### src/rtl/mul_pkg.sv
// ----------------------------------------------------------------------------
// mul_pkg
// Shared definitions for the unsigned multiply/accumulate slice.
//   S_IDLE / S_ACC / S_DONE : accumulator FSM state encodings
//   clog2                   : ceiling log2, used to size counters
// ----------------------------------------------------------------------------
package mul_pkg;

   localparam logic [1:0] S_IDLE = 2'd0;
   localparam logic [1:0] S_ACC  = 2'd1;
   localparam logic [1:0] S_DONE = 2'd2;

   // Ceiling log2; clog2(1) = 0 so callers add one bit for a full count range.
   function automatic int clog2(input int value);
      int r;
      int v;
      r = 0;
      v = value - 1;
      while (v > 0) begin
         r = r + 1;
         v = v >>> 1;
      end
      return r;
   endfunction

endpackage

### src/rtl/mul_acc_unsigned_sat_add.sv
// ----------------------------------------------------------------------------
// sat_add_unsigned
// Combinational unsigned saturating adder.
//   a   [AW-1:0] : accumulator operand
//   b   [BW-1:0] : addend, zero-extended to AW bits (BW <= AW)
//   sum [AW-1:0] : a + b, clamped to 2^AW-1
//   sat          : high when the true sum exceeded 2^AW-1
// ----------------------------------------------------------------------------
module sat_add_unsigned #(
   parameter int AW = 12,
   parameter int BW = 8
) (
   input  logic [AW-1:0] a,
   input  logic [BW-1:0] b,
   output logic [AW-1:0] sum,
   output logic          sat
);

   logic [AW:0] full_s;

   // One extra bit catches the carry that signals saturation.
   always_comb begin
      full_s = {1'b0, a} + {{(AW + 1 - BW){1'b0}}, b};
      sat    = full_s[AW];
      if (full_s[AW]) begin
         sum = {AW{1'b1}};
      end else begin
         sum = full_s[AW-1:0];
      end
   end

endmodule

### src/rtl/mul_acc_unsigned.sv
// ----------------------------------------------------------------------------
// mul_acc_unsigned
// Accumulates LEN unsigned products per run with saturation, returning one
// result per run.
//   clk, rst             : clock, asynchronous active-high reset
//   start                : begins a run (only honoured in IDLE)
//   in_valid/in_ready/z  : product input handshake
//   out_valid/out_ready  : result handshake
//   acc_out, ovf         : saturated sum and sticky saturation flag
//   busy                 : high while a run is in ACC or DONE
// All outputs come straight from registers.
// ----------------------------------------------------------------------------
module mul_acc_unsigned
   import mul_pkg::*;
#(
   parameter int WIDTH = 4,
   parameter int LEN   = 8,
   parameter int ACC_W = 2*WIDTH + 4
) (
   input  logic               clk,
   input  logic               rst,
   input  logic               start,
   input  logic               in_valid,
   output logic               in_ready,
   input  logic [2*WIDTH-1:0] z,
   output logic               out_valid,
   input  logic               out_ready,
   output logic [ACC_W-1:0]   acc_out,
   output logic               ovf,
   output logic               busy
);

   localparam int             CNT_W    = clog2(LEN) + 1;
   localparam logic [CNT_W-1:0] CNT_ONE  = CNT_W'(1);
   localparam logic [CNT_W-1:0] CNT_LAST = CNT_W'(LEN - 1);

   logic [1:0]       state_r;
   logic [1:0]       state_nxt_s;
   logic [ACC_W-1:0] acc_r;
   logic [ACC_W-1:0] acc_nxt_s;
   logic [CNT_W-1:0] cnt_r;
   logic [CNT_W-1:0] cnt_nxt_s;
   logic             ovf_r;
   logic             ovf_nxt_s;
   logic             in_ready_r;
   logic             out_valid_r;
   logic             busy_r;
   logic [ACC_W-1:0] sum_s;
   logic             sat_s;

   sat_add_unsigned #(
      .AW(ACC_W),
      .BW(2*WIDTH)
   ) u_sat_add (
      .a  (acc_r),
      .b  (z),
      .sum(sum_s),
      .sat(sat_s)
   );

   // Next-state and datapath update for the IDLE -> ACC -> DONE run sequence.
   always_comb begin
      state_nxt_s = state_r;
      acc_nxt_s   = acc_r;
      cnt_nxt_s   = cnt_r;
      ovf_nxt_s   = ovf_r;
      case (state_r)
         S_IDLE: begin
            if (start) begin
               acc_nxt_s   = {ACC_W{1'b0}};
               cnt_nxt_s   = {CNT_W{1'b0}};
               ovf_nxt_s   = 1'b0;
               state_nxt_s = S_ACC;
            end else begin
               state_nxt_s = S_IDLE;
            end
         end
         S_ACC: begin
            // in_ready_r is high throughout ACC, so in_valid alone marks a beat.
            if (in_valid && in_ready_r) begin
               acc_nxt_s = sum_s;
               ovf_nxt_s = ovf_r | sat_s;
               cnt_nxt_s = cnt_r + CNT_ONE;
               if (cnt_r == CNT_LAST) begin
                  state_nxt_s = S_DONE;
               end else begin
                  state_nxt_s = S_ACC;
               end
            end else begin
               state_nxt_s = S_ACC;
            end
         end
         S_DONE: begin
            if (out_ready) begin
               state_nxt_s = S_IDLE;
            end else begin
               state_nxt_s = S_DONE;
            end
         end
         default: begin
            state_nxt_s = S_IDLE;
         end
      endcase
   end

   // State, datapath and output registers; outputs decode the next state so
   // they line up with the state register without any input-to-output path.
   always_ff @(posedge clk or posedge rst) begin
      if (rst) begin
         state_r     <= S_IDLE;
         acc_r       <= {ACC_W{1'b0}};
         cnt_r       <= {CNT_W{1'b0}};
         ovf_r       <= 1'b0;
         in_ready_r  <= 1'b0;
         out_valid_r <= 1'b0;
         busy_r      <= 1'b0;
      end else begin
         state_r     <= state_nxt_s;
         acc_r       <= acc_nxt_s;
         cnt_r       <= cnt_nxt_s;
         ovf_r       <= ovf_nxt_s;
         in_ready_r  <= (state_nxt_s == S_ACC);
         out_valid_r <= (state_nxt_s == S_DONE);
         busy_r      <= (state_nxt_s != S_IDLE);
      end
   end

   assign in_ready  = in_ready_r;
   assign out_valid = out_valid_r;
   assign acc_out   = acc_r;
   assign ovf       = ovf_r;
   assign busy      = busy_r;

endmodule

### config.mk
export PLATFORM = sky130hd
export DESIGN_NAME = mul_acc_unsigned
export DESIGN_NICKNAME = d
export VERILOG_FILES = /design/src/rtl/mul_pkg.sv /design/src/rtl/mul_acc_unsigned_sat_add.sv /design/src/rtl/mul_acc_unsigned.sv
export SDC_FILE = /design/constraint.sdc
export NUM_CORES = 1
export LEC_CHECK = 0
export BUFFER_PORTS_ARGS = -buffer_cell sky130_fd_sc_hd__buf_4
export CAP_MARGIN = 20
export CORE_MARGIN = 5
export CORE_UTILIZATION = 48
export DETAILED_ROUTE_END_ITERATION = 7
export PLACE_DENSITY = 0.74
export SETUP_SLACK_MARGIN = 0.4
export SLEW_MARGIN = 20
export SYNTH_ARGS = -nofsm -noshare
export SYNTH_HDL_FRONTEND = slang
export SYNTH_SLANG_ARGS = --single-unit
export TNS_END_PERCENT = 100
### constraint.sdc
create_clock -name clk -period 1.9 [get_ports clk]
set_input_delay 0.095 -clock clk [delete_from_list [all_inputs] [get_ports clk]]
set_output_delay 0.095 -clock clk [all_outputs]
set_load 0.1 [all_outputs]
==> summary.txt, run 1 <==
Yosys
  • Synthesized area per cell: 10.4 um2
  • #FFs+latches synth: 22
  • Unique masters post-synth: 40
  • Mapped Area: 0.00137 mm2
  • Post-synth top area share: 0.401
  • Mapped Nets: 155
  • Synth Instances: 132
  • Cell taking the most area after synthesis: dfrtp_1
  • Top cells by area, synth: dfrtp_1 (40%), ha_1 (8.2%), nand2_1 (4.4%)
  • Ys Warns: 0
  • Sequential share of the synthesized area: 0.401

Final layout
  • Highest-count cells in the layout ignoring fill and taps: buf_4 (38), nand2_1 (16), dfrtp_1 (11)
  • Commonest non-fill, non-tap cell in the layout: buf_4
  • Number of fill cells in the layout: 245
  • ANT cells: 0
  • NumNets Final: 197
  • Layout area overhead: 28.1%
  • Ratio of cells with drive above 1 in the final layout: 0.393

Die
  • Die height: 63.5 um
  • # rows: 19
  • Ports: 29
  • Total Die Area: 0.00403 mm2
  • Initial Utilization: 0.498
  • Die Span X: 63.5 um
  • Core area: 0.00276 mm2

STA
  • Worst slew pin tran: 0.363 ns
  • Post-route setup slack: -0.201 ns
  • Setup TNS Final: -2.08 ns
  • Final min period: 2.10 ns
  • Fmax: 476 MHz
  • Setup violators final: 13
  • Clk_skew: 0.00956 ns
  • Slew headroom: 0.757
  • RSZ-0062 raised after global routing: true
  • Fin crit share: 1.11
  • Max Slew Vio Count: 0
  • Hold Fails Final Rpt: 0

Routing
  • DRC Markers: 0
  • Met1 Wirelength: 1.21 mm
  • Vias per cell: 5.75
  • DRT Wirelength: 3.08 mm
  • Wire length per cell: 15.1 um
  • DR pass1 iterations: 4
  • Met2 WL post-DR: 1.67 mm
  • Via count: 1172
  • Met3 Wirelength: 165 um
  • 1st-iter DRT viols: 111
  • Highest metal used: met4
  • ANT nets after route: 0

Critical path
  • Worst endpoint data arrival time: 2.29 ns
  • R2r setup slk: -0.20 ns
  • Startpoint Class: flop
  • WS Path Type: reg2reg
  • RR Startpoint: acc_out[0]$_DFFE_PP0P_
  • Crit path from: acc_out[0]$_DFFE_PP0P_
  • CP Capture Type: flop
  • Worst-path maximum fanout: 7
  • Data required time of the worst path: 2.09 ns

Placed design
  • IO Port Bufs: 28
  • Final HPWL DP: 2.39 mm
  • Routability cong.: 0.840

Clock tree
  • Clock Tree Buf Depth: 2
  • CTS Buf Count: 3
  • Register clock-pin slew on the reported worst setup and hold paths: 0.12 ns
  • CTS Sinks: 22
  • Worst skew pair latency: 0.31 ns
  • Setup bufs post-CTS: 0
  • CTS tree: yes
  • Clock tree root buffer cell: clkbuf_4
  • CTS H-tree depth: 1

Outcome
  • Status: finished with violations
  • Failing checks: negative setup slack

Global route
  • First-pass GRT wire length: 5.04 mm
  • Initial antenna violation count: 0
  • Largest net degree at the start of global routing: 23
  • Grt ovf: 0
  • Vias in the first global route: 1165
  • GR Util All Layers: 0.153

Min path
  • HP Start: start
  • Worst Hold Class: in2reg

Flow run
  • Max Cap Viol: 0
Yosys cell counts:
library cell	number
ha_1	9
nand4_4	1
nand3_1	6
a21oi_4	1
buf_6	2
xor2_1	6
nor3_1	1
nor3b_4	1
nor2_4	1
a311oi_2	1
a22o_1	2
a21oi_1	7
o21ai_0	6
fa_1	1
a22oi_1	6
a21oi_2	1
o221ai_1	1
a31oi_1	1
nor2_1	8
xnor2_1	2
o22ai_2	1
or3b_2	1
nand2_1	16
o21bai_1	2
nand4b_4	1
o41a_4	1
inv_1	6
nand2b_1	1
nor4_1	1
dfrtp_1	22
and2b_2	1
and4b_1	1
and3_1	1
o31a_1	1
o31ai_1	2
o311ai_1	1
buf_4	1
o21ai_2	1
o211ai_1	4
nand4_1	3
cell type report:
| class | count | area (um2) | share of cell area |
|---|---|---|---|
| Sequential cell | 22 | 569 | 0.323 |
| Clock buffer | 4 | 36.3 | 0.0206 |
| Inverter | 6 | 22.5 | 0.0128 |
| Timing Repair Buffer | 39 | 295 | 0.168 |
| Multi-Input combinational cell | 102 | 798 | 0.453 |
| Tap cell | 31 | 38.8 | 0.0220 |
flip-flops by register name (all words and copies together), names as in the netlist:
signal	flops
ovf	1
acc_out	12
busy	1
out_valid	1
in_ready	1
state_r	2
cnt_r	4
what timing repair did:
item                       CTS  global route
pin swaps                    2             3
setup endpoints to repair   13            14
hold buffers                 1             0
hold endpoints to repair    22             0
gates cloned                 1             0
gates resized for setup      0             2
logic make-up (layout without fill, tap and decap cells):
kind of cell	count (synthesis)	after routing	share of synthesized area
adders and majority gates	10	10	0.0965
xor gates and xnor gates	8	8	0.0510
buffers and inverters	9	49	0.0383
and+or+nand+nor	44	45	0.193
AOI/OAI and AO/OA	39	39	0.220
DFF	22	22	0.401
routing by layer:
metal | up-vias | track usage
met1 | 558 | 0.170
li1 | 580 | -
met3 | 3 | 0.0266
met5 | - | 0
met4 | 0 | 0.0468
met2 | 31 | 0.291
metrics by stage:
stage / cell area (um2) / worst slack [ns] / hold WS, ns / instances / util
floorplan: 1410 / -0.343 / 0.0838 / 132 / -
global placement: 1700 / -0.173 / 0.148 / 198 / 0.616
detailed placement: 1700 / -0.220 / 0.155 / 198 / 0.616
CTS: 1760 / -0.199 / 0.0502 / 204 / 0.637
global route: 1760 / -0.285 / 0.0712 / 204 / 0.638
finish: 1760 / -0.201 / 0.0563 / 204 / 0.638
critical path, stage by stage (launching register included):
cell and delay (ns):
dfrtp_4 0.51, ha_4 0.17, fa_2 0.35, a21oi_2 0.17, o21ai_2 0.09, o41a_4 0.42, nand4_4 0.15, o311ai_1 0.11
worst paths after layout:
kind,to,cells after the start
worst min register to register,ovf$_DFFE_PP0P_,2
worst min-delay path,state_r[0]$_DFF_PP0_,3
worst max register to register,acc_out[11]$_DFFE_PP0P_,7
max in group asynchronous,acc_out[0]$_DFFE_PP0P_,4
min in group asynchronous,in_ready$_DFF_PP0_,4
worst max-delay path,acc_out[11]$_DFFE_PP0P_,7
Power of run 1 is not shown: default switching activity piles up to over one toggle a cycle in this logic, so the estimate is an artifact.
==> run 2, diff against run 1 <==
--- a/config.mk
+++ b/config.mk
@@ -7,10 +7,9 @@
 export LEC_CHECK = 0
 export BUFFER_PORTS_ARGS = -buffer_cell sky130_fd_sc_hd__buf_4
 export CAP_MARGIN = 20
-export CORE_MARGIN = 5
-export CORE_UTILIZATION = 48
+export CORE_MARGIN = 4
+export CORE_UTILIZATION = 25
 export DETAILED_ROUTE_END_ITERATION = 7
-export PLACE_DENSITY = 0.74
 export SETUP_SLACK_MARGIN = 0.4
 export SLEW_MARGIN = 20
 export SYNTH_ARGS = -nofsm -noshare
==> summary.txt, run 2 (same netlist as run 1, synthesis figures left out) <==
Outcome
  • Status: finished with violations
  • Failing checks: negative setup slack

Global route
  • GR Util All Layers: 0.107 (-0.0466)
  • Grt ovf: 0 (unchanged)
  • Vias in the first global route: 1155 (-0.86%)
  • Largest net degree at the start of global routing: 15 (-35%)
  • First-pass GRT wire length: 5.53 mm (+9.7%)
  • Initial antenna violation count: 0 (unchanged)

Critical path
  • CP Capture Type: flop
  • Data required time of the worst path: 2.10 ns (about the same)
  • Startpoint Class: flop
  • Critical Path Slowest Stage Cell: dfrtp_4
  • Crit path cell chain: ha_4 -> fa_2 -> a21oi_2 -> o21ai_2 -> o41a_4 -> o22ai_2 -> a22o_1
  • Worst-path maximum fanout: 7 (unchanged)
  • R2R depth: 7 (unchanged)
  • WS Path Type: reg2reg
  • Worst endpoint data arrival time: 2.30 ns (about the same)
  • Worst path max stage delay: 0.49 ns (-0.02 ns)

Clock tree
  • Clock tree root buffer cell: clkbuf_8
  • CTS Buf Count: 3 (unchanged)
  • Register clock-pin slew on the reported worst setup and hold paths: 0.08 ns (-0.04 ns)
  • CTS Sinks: 22 (unchanged)
  • Clock Tree Buf Depth: 2 (unchanged)
  • CTS H-tree depth: 1 (unchanged)
  • CTS tree: yes
  • Worst skew pair latency: 0.26 ns (-0.05 ns)

STA
  • Fin crit share: 1.10 (about the same)
  • Final min period: 2.10 ns (-0.00168 ns)
  • Hold Fails Final Rpt: 0 (unchanged)
  • RSZ-0062 raised after global routing: true
  • Worst slew pin tran: 0.565 ns (+0.202 ns)
  • Max Slew Vio Count: 0 (unchanged)
  • Fmax: 476 MHz (about the same)
  • Setup violators final: 13 (unchanged)
  • Post-route setup slack: -0.199 ns (+0.00168 ns)
  • Clk_skew: 0.00226 ns (-0.00731 ns)
  • Slew headroom: 0.623 (-0.134)

Routing
  • DRC Markers: 0 (unchanged)
  • ANT nets after route: 0 (unchanged)
  • Wire length per cell: 13.2 um (-13%)
  • DR pass1 iterations: 4 (unchanged)
  • DRT Wirelength: 3.25 mm (+5.6%)
  • 1st-iter DRT viols: 36 (-68%)
  • Via count: 1148 (-2.0%)
  • Vias per cell: 4.65 (-19%)

Die
  • Die Span X: 82.1 um (+29%)
  • # rows: 26 (+7)
  • Core area: 0.00520 mm2 (+89%)
  • Die height: 82.1 um (+29%)
  • Ports: 29 (unchanged)
  • Total Die Area: 0.00675 mm2 (+67%)
  • Initial Utilization: 0.264 (-0.234)

Final layout
  • Highest-count cells in the layout ignoring fill and taps: buf_4 (41), nand2_1 (16), dfrtp_1 (11)
  • Storage element area: 569 um2 (unchanged)
  • ANT cells: 0 (unchanged)
  • Final Util: 0.359 (-0.279)
  • Max reg flops: 12 (unchanged)
  • Layout area overhead: 36.0%
  • Number of fill cells in the layout: 553 (+130%)
  • NumNets Final: 201 (+2.0%)
  • Commonest non-fill, non-tap cell in the layout: buf_4
  • Ratio of cells with drive above 1 in the final layout: 0.418 (+0.0250)
  • Multi-input gate area: 805 um2 (+0.78%)

Min path
  • Hold path cells: 3 (unchanged)
  • Worst Hold Class: in2reg

Placed design
  • Pre-CTS setup slack: -0.210 ns (+0.0102 ns)
  • Routability cong.: 0.751 (-11%)
  • Final HPWL DP: 2.55 mm (+6.9%)
  • IO Port Bufs: 28 (unchanged)

Flow run
  • Max Cap Viol: 0 (unchanged)
-- run 2: timing repair --
action	CTS	global route
setup endpoints to repair	14	14
gates resized for setup	2	3
endpoints found under the hold margin	13	0
hold buffers	1	0
pin swaps	5	2
setup buffers	0	1
gates cloned	1	0
-- run 2: per-layer routing --
layer,global-route usage,part of all wire,vias up
li1,-,-,582
met1,0.147,0.49,541
met2,0.166,0.46,21
met3,0.0293,0.039,4
met4,0.0249,0.0089,0
met5,0,0,-
-- run 2: worst max-delay path: cells and delay by family, from the launching register on --
family	cells	cell delay, ns
AOI/OAI and AO/OA	5	1.01
DFF	1	0.49
adders and majority gates	2	0.53
-- run 2: final timing paths --
kind | start | end | slack [ns]
hold reg to reg | ovf$_DFFE_PP0P_ | ovf$_DFFE_PP0P_ | 0.53
min in group asynchronous | rst | ovf$_DFFE_PP0P_ | 0.43
max in group asynchronous | rst | acc_out[5]$_DFFE_PP0P_ | 0.91
hold / removal | out_ready | state_r[1]$_DFF_PP0_ | 0.14
setup reg to reg | acc_out[0]$_DFFE_PP0P_ | acc_out[10]$_DFFE_PP0P_ | -0.20
setup / recovery | acc_out[0]$_DFFE_PP0P_ | acc_out[10]$_DFFE_PP0P_ | -0.20
-- run 2: final cells by class --
class                      count  area share
inverter                       6      0.0121
multi-input combinational    102       0.431
tap                           70      0.0469
timing repair buffer          43       0.176
sequential                    22       0.305
clock buffer                   4      0.0295
-- run 2: stage by stage --
stage	setup TNS, ns	hold slack, ns	std cells	instance area (um2)
after floorplan	-3.53	0.0838	132	1410
after global placement	-1.81	0.170	240	1770
after detailed placement	-2.07	0.195	240	1770
after CTS	-2.30	0.131	246	1850
after global routing	-3.33	0.161	247	1870
final	-2.19	0.142	247	1870
Power of run 2 is left out for the same reason.
==> run 3, diff against run 2 <==
--- a/config.mk
+++ b/config.mk
@@ -8,8 +8,9 @@
 export BUFFER_PORTS_ARGS = -buffer_cell sky130_fd_sc_hd__buf_4
 export CAP_MARGIN = 20
 export CORE_MARGIN = 4
-export CORE_UTILIZATION = 25
+export CORE_UTILIZATION = 48
 export DETAILED_ROUTE_END_ITERATION = 7
+export PLACE_DENSITY = 0.74
 export SETUP_SLACK_MARGIN = 0.4
 export SLEW_MARGIN = 20
 export SYNTH_ARGS = -nofsm -noshare
==> summary.txt, run 3 (same netlist as run 1, synthesis figures left out) <==
Outcome
  • Failing checks: negative setup slack
  • Status: finished with violations

Global route
  • First-pass GRT wire length: 5.21 mm (-5.9%)
  • Initial antenna violation count: 0 (unchanged)
  • GR Util All Layers: 0.184 (+0.0778)
  • Vias in the first global route: 1220 (+5.6%)
  • Grt ovf: 0 (unchanged)
  • Largest net degree at the start of global routing: 23 (+8)

Die
  • # rows: 19 (-27%)
  • Core area: 0.00276 mm2 (-47%)
  • Die height: 61.5 um (-25%)
  • Initial Utilization: 0.498 (+0.234)
  • Total Die Area: 0.00378 mm2 (-44%)
  • Ports: 29 (unchanged)
  • Die Span X: 61.5 um (-25%)

Critical path
  • Data required time of the worst path: 2.11 ns (about the same)
  • WS Path Type: reg2reg
  • R2R depth: 7 (unchanged)
  • Startpoint Class: flop
  • Critical Path Slowest Stage Cell: dfrtp_4
  • Worst path max stage delay: 0.51 ns (+0.02 ns)
  • RR Startpoint: acc_out[0]$_DFFE_PP0P_
  • Crit path cell chain: ha_4 -> fa_2 -> a21oi_4 -> o21ai_2 -> o41a_4 -> nand4_4 -> o311ai_1
  • Worst reg2reg path endpoint: acc_out[11]$_DFFE_PP0P_
  • Worst endpoint data arrival time: 2.30 ns (about the same)
  • Worst-path maximum fanout: 7 (unchanged)
  • CP Capture Type: flop
  • R2r setup slk: -0.19 ns (about the same)

Clock tree
  • Clock Tree Buf Depth: 2 (unchanged)
  • CTS Sinks: 22 (unchanged)
  • CTS tree: yes
  • Register clock-pin slew on the reported worst setup and hold paths: 0.13 ns (+0.05 ns)
  • CTS H-tree depth: 1 (unchanged)
  • CTS Buf Count: 3 (unchanged)
  • Clock tree root buffer cell: clkbuf_4
  • Worst skew pair latency: 0.32 ns (+0.06 ns)

Final layout
  • Fin area: 0.00187 mm2 (unchanged)
  • NumNets Final: 205 (+2.0%)
  • Max reg flops: 12 (unchanged)
  • Layout area overhead: 36.0% (unchanged)
  • Highest-count cells in the layout ignoring fill and taps: buf_4 (46), nand2_1 (14), dfrtp_1 (12)
  • Commonest non-fill, non-tap cell in the layout: buf_4
  • ANT cells: 0 (unchanged)
  • Ratio of cells with drive above 1 in the final layout: 0.442 (+0.0239)

Routing
  • Met2 WL post-DR: 1.64 mm (+9.1%)
  • Wire length per cell: 15.1 um (+15%)
  • Via count: 1208 (+5.2%)
  • Vias per cell: 5.70 (+23%)
  • 1st-iter DRT viols: 110 (+210%)
  • Highest metal used: met4
  • Met3 Wirelength: 128 um (+1.6%)
  • DRT Wirelength: 3.20 mm (-1.6%)
  • ANT nets after route: 0 (unchanged)
  • DRC Markers: 0 (unchanged)
  • Met1 Wirelength: 1.39 mm (-13%)
  • DR pass1 iterations: 4 (unchanged)

STA
  • Setup violators final: 13 (unchanged)
  • Hold Fails Final Rpt: 0 (unchanged)
  • Final min period: 2.09 ns (-0.00717 ns)
  • RSZ-0062 raised after global routing: true
  • Fmax: 478 MHz (+0.34%)
  • Worst slew pin tran: 0.316 ns (-0.249 ns)
  • Post-route setup slack: -0.192 ns (+0.00717 ns)
  • Clk_skew: 0.0117 ns (+0.00948 ns)
  • Fin crit share: 1.10 (-0.00377)
  • Slew headroom: 0.789 (+0.167)
  • Max Slew Vio Count: 0 (unchanged)
  • Hold_ws: 0.0654 ns (-0.0766 ns)

Placed design
  • IO Port Bufs: 28 (unchanged)
  • Routability cong.: 0.815 (+8.6%)
  • DP Area: 0.00170 mm2 (-4.0%)
  • Final HPWL DP: 2.35 mm (-7.8%)
  • Pre-CTS setup slack: -0.222 ns (-0.0121 ns)

Min path
  • Hold path cells: 3 (unchanged)
  • Worst Hold Class: in2reg
  • Worst Hold Path EP: state_r[0]$_DFF_PP0_
  • HP Start: start

Flow run
  • Max Cap Viol: 0 (unchanged)
-- run 3: cell type report --
| cell class | count | area, um2 |
|---|---|---|
| multi-input combinational | 102 | 831 |
| fill | 206 | 890 |
| sequential | 22 | 568 |
| tap | 31 | 38.8 |
| clock inverter | 1 | 30.0 |
| timing repair buffer | 47 | 355 |
| inverter | 6 | 22.5 |
| clock buffer | 3 | 22.5 |
-- run 3: timing repair --
item | in CTS | in global routing
setup endpoints to repair | 15 | 15
endpoints found under the hold margin | 22 | 0
gates resized for setup | 2 | 7
pin swaps | 4 | 4
setup buffers | 5 | 3
hold buffers | 1 | 0
cloned | 1 | 0
-- run 3: how the worst max path moves through the flow --
stage	startpoint	end	depth (start not counted)
after floorplan	acc_out[0]$_DFFE_PP0P_	acc_out[11]$_DFFE_PP0P_	7
after global placement	acc_out[0]$_DFFE_PP0P_	acc_out[11]$_DFFE_PP0P_	7
after detailed placement	acc_out[0]$_DFFE_PP0P_	acc_out[11]$_DFFE_PP0P_	7
after CTS	acc_out[0]$_DFFE_PP0P_	acc_out[8]$_DFFE_PP0P_	6
after global routing	acc_out[0]$_DFFE_PP0P_	acc_out[4]$_DFFE_PP0P_	10
final	acc_out[0]$_DFFE_PP0P_	acc_out[11]$_DFFE_PP0P_	7
-- run 3: layer usage --
metal	up-vias	GRT usage
li1	592	-
met1	582	0.227
met2	29	0.327
met3	5	0.0273
met4	0	0.0636
met5	-	0
-- run 3: worst max-delay path: cells and delay by family (launching register included) --
| kind | cells | cell delay, ns |
|---|---|---|
| adders and majority gates | 2 | 0.53 |
| AOI/OAI and AO/OA | 4 | 0.77 |
| and+or+nand+nor | 1 | 0.16 |
| DFF | 1 | 0.51 |
-- run 3: through the flow --
step	utilization	setup TNS, ns	cells
floorplan	-	-3.53	132
global placement	0.616	-1.65	198
detailed placement	0.616	-2.25	198
CTS	0.659	-2.01	209
global route	0.677	-3.23	212
finish	0.677	-1.94	212
Power of run 3 is left out for the same reason.
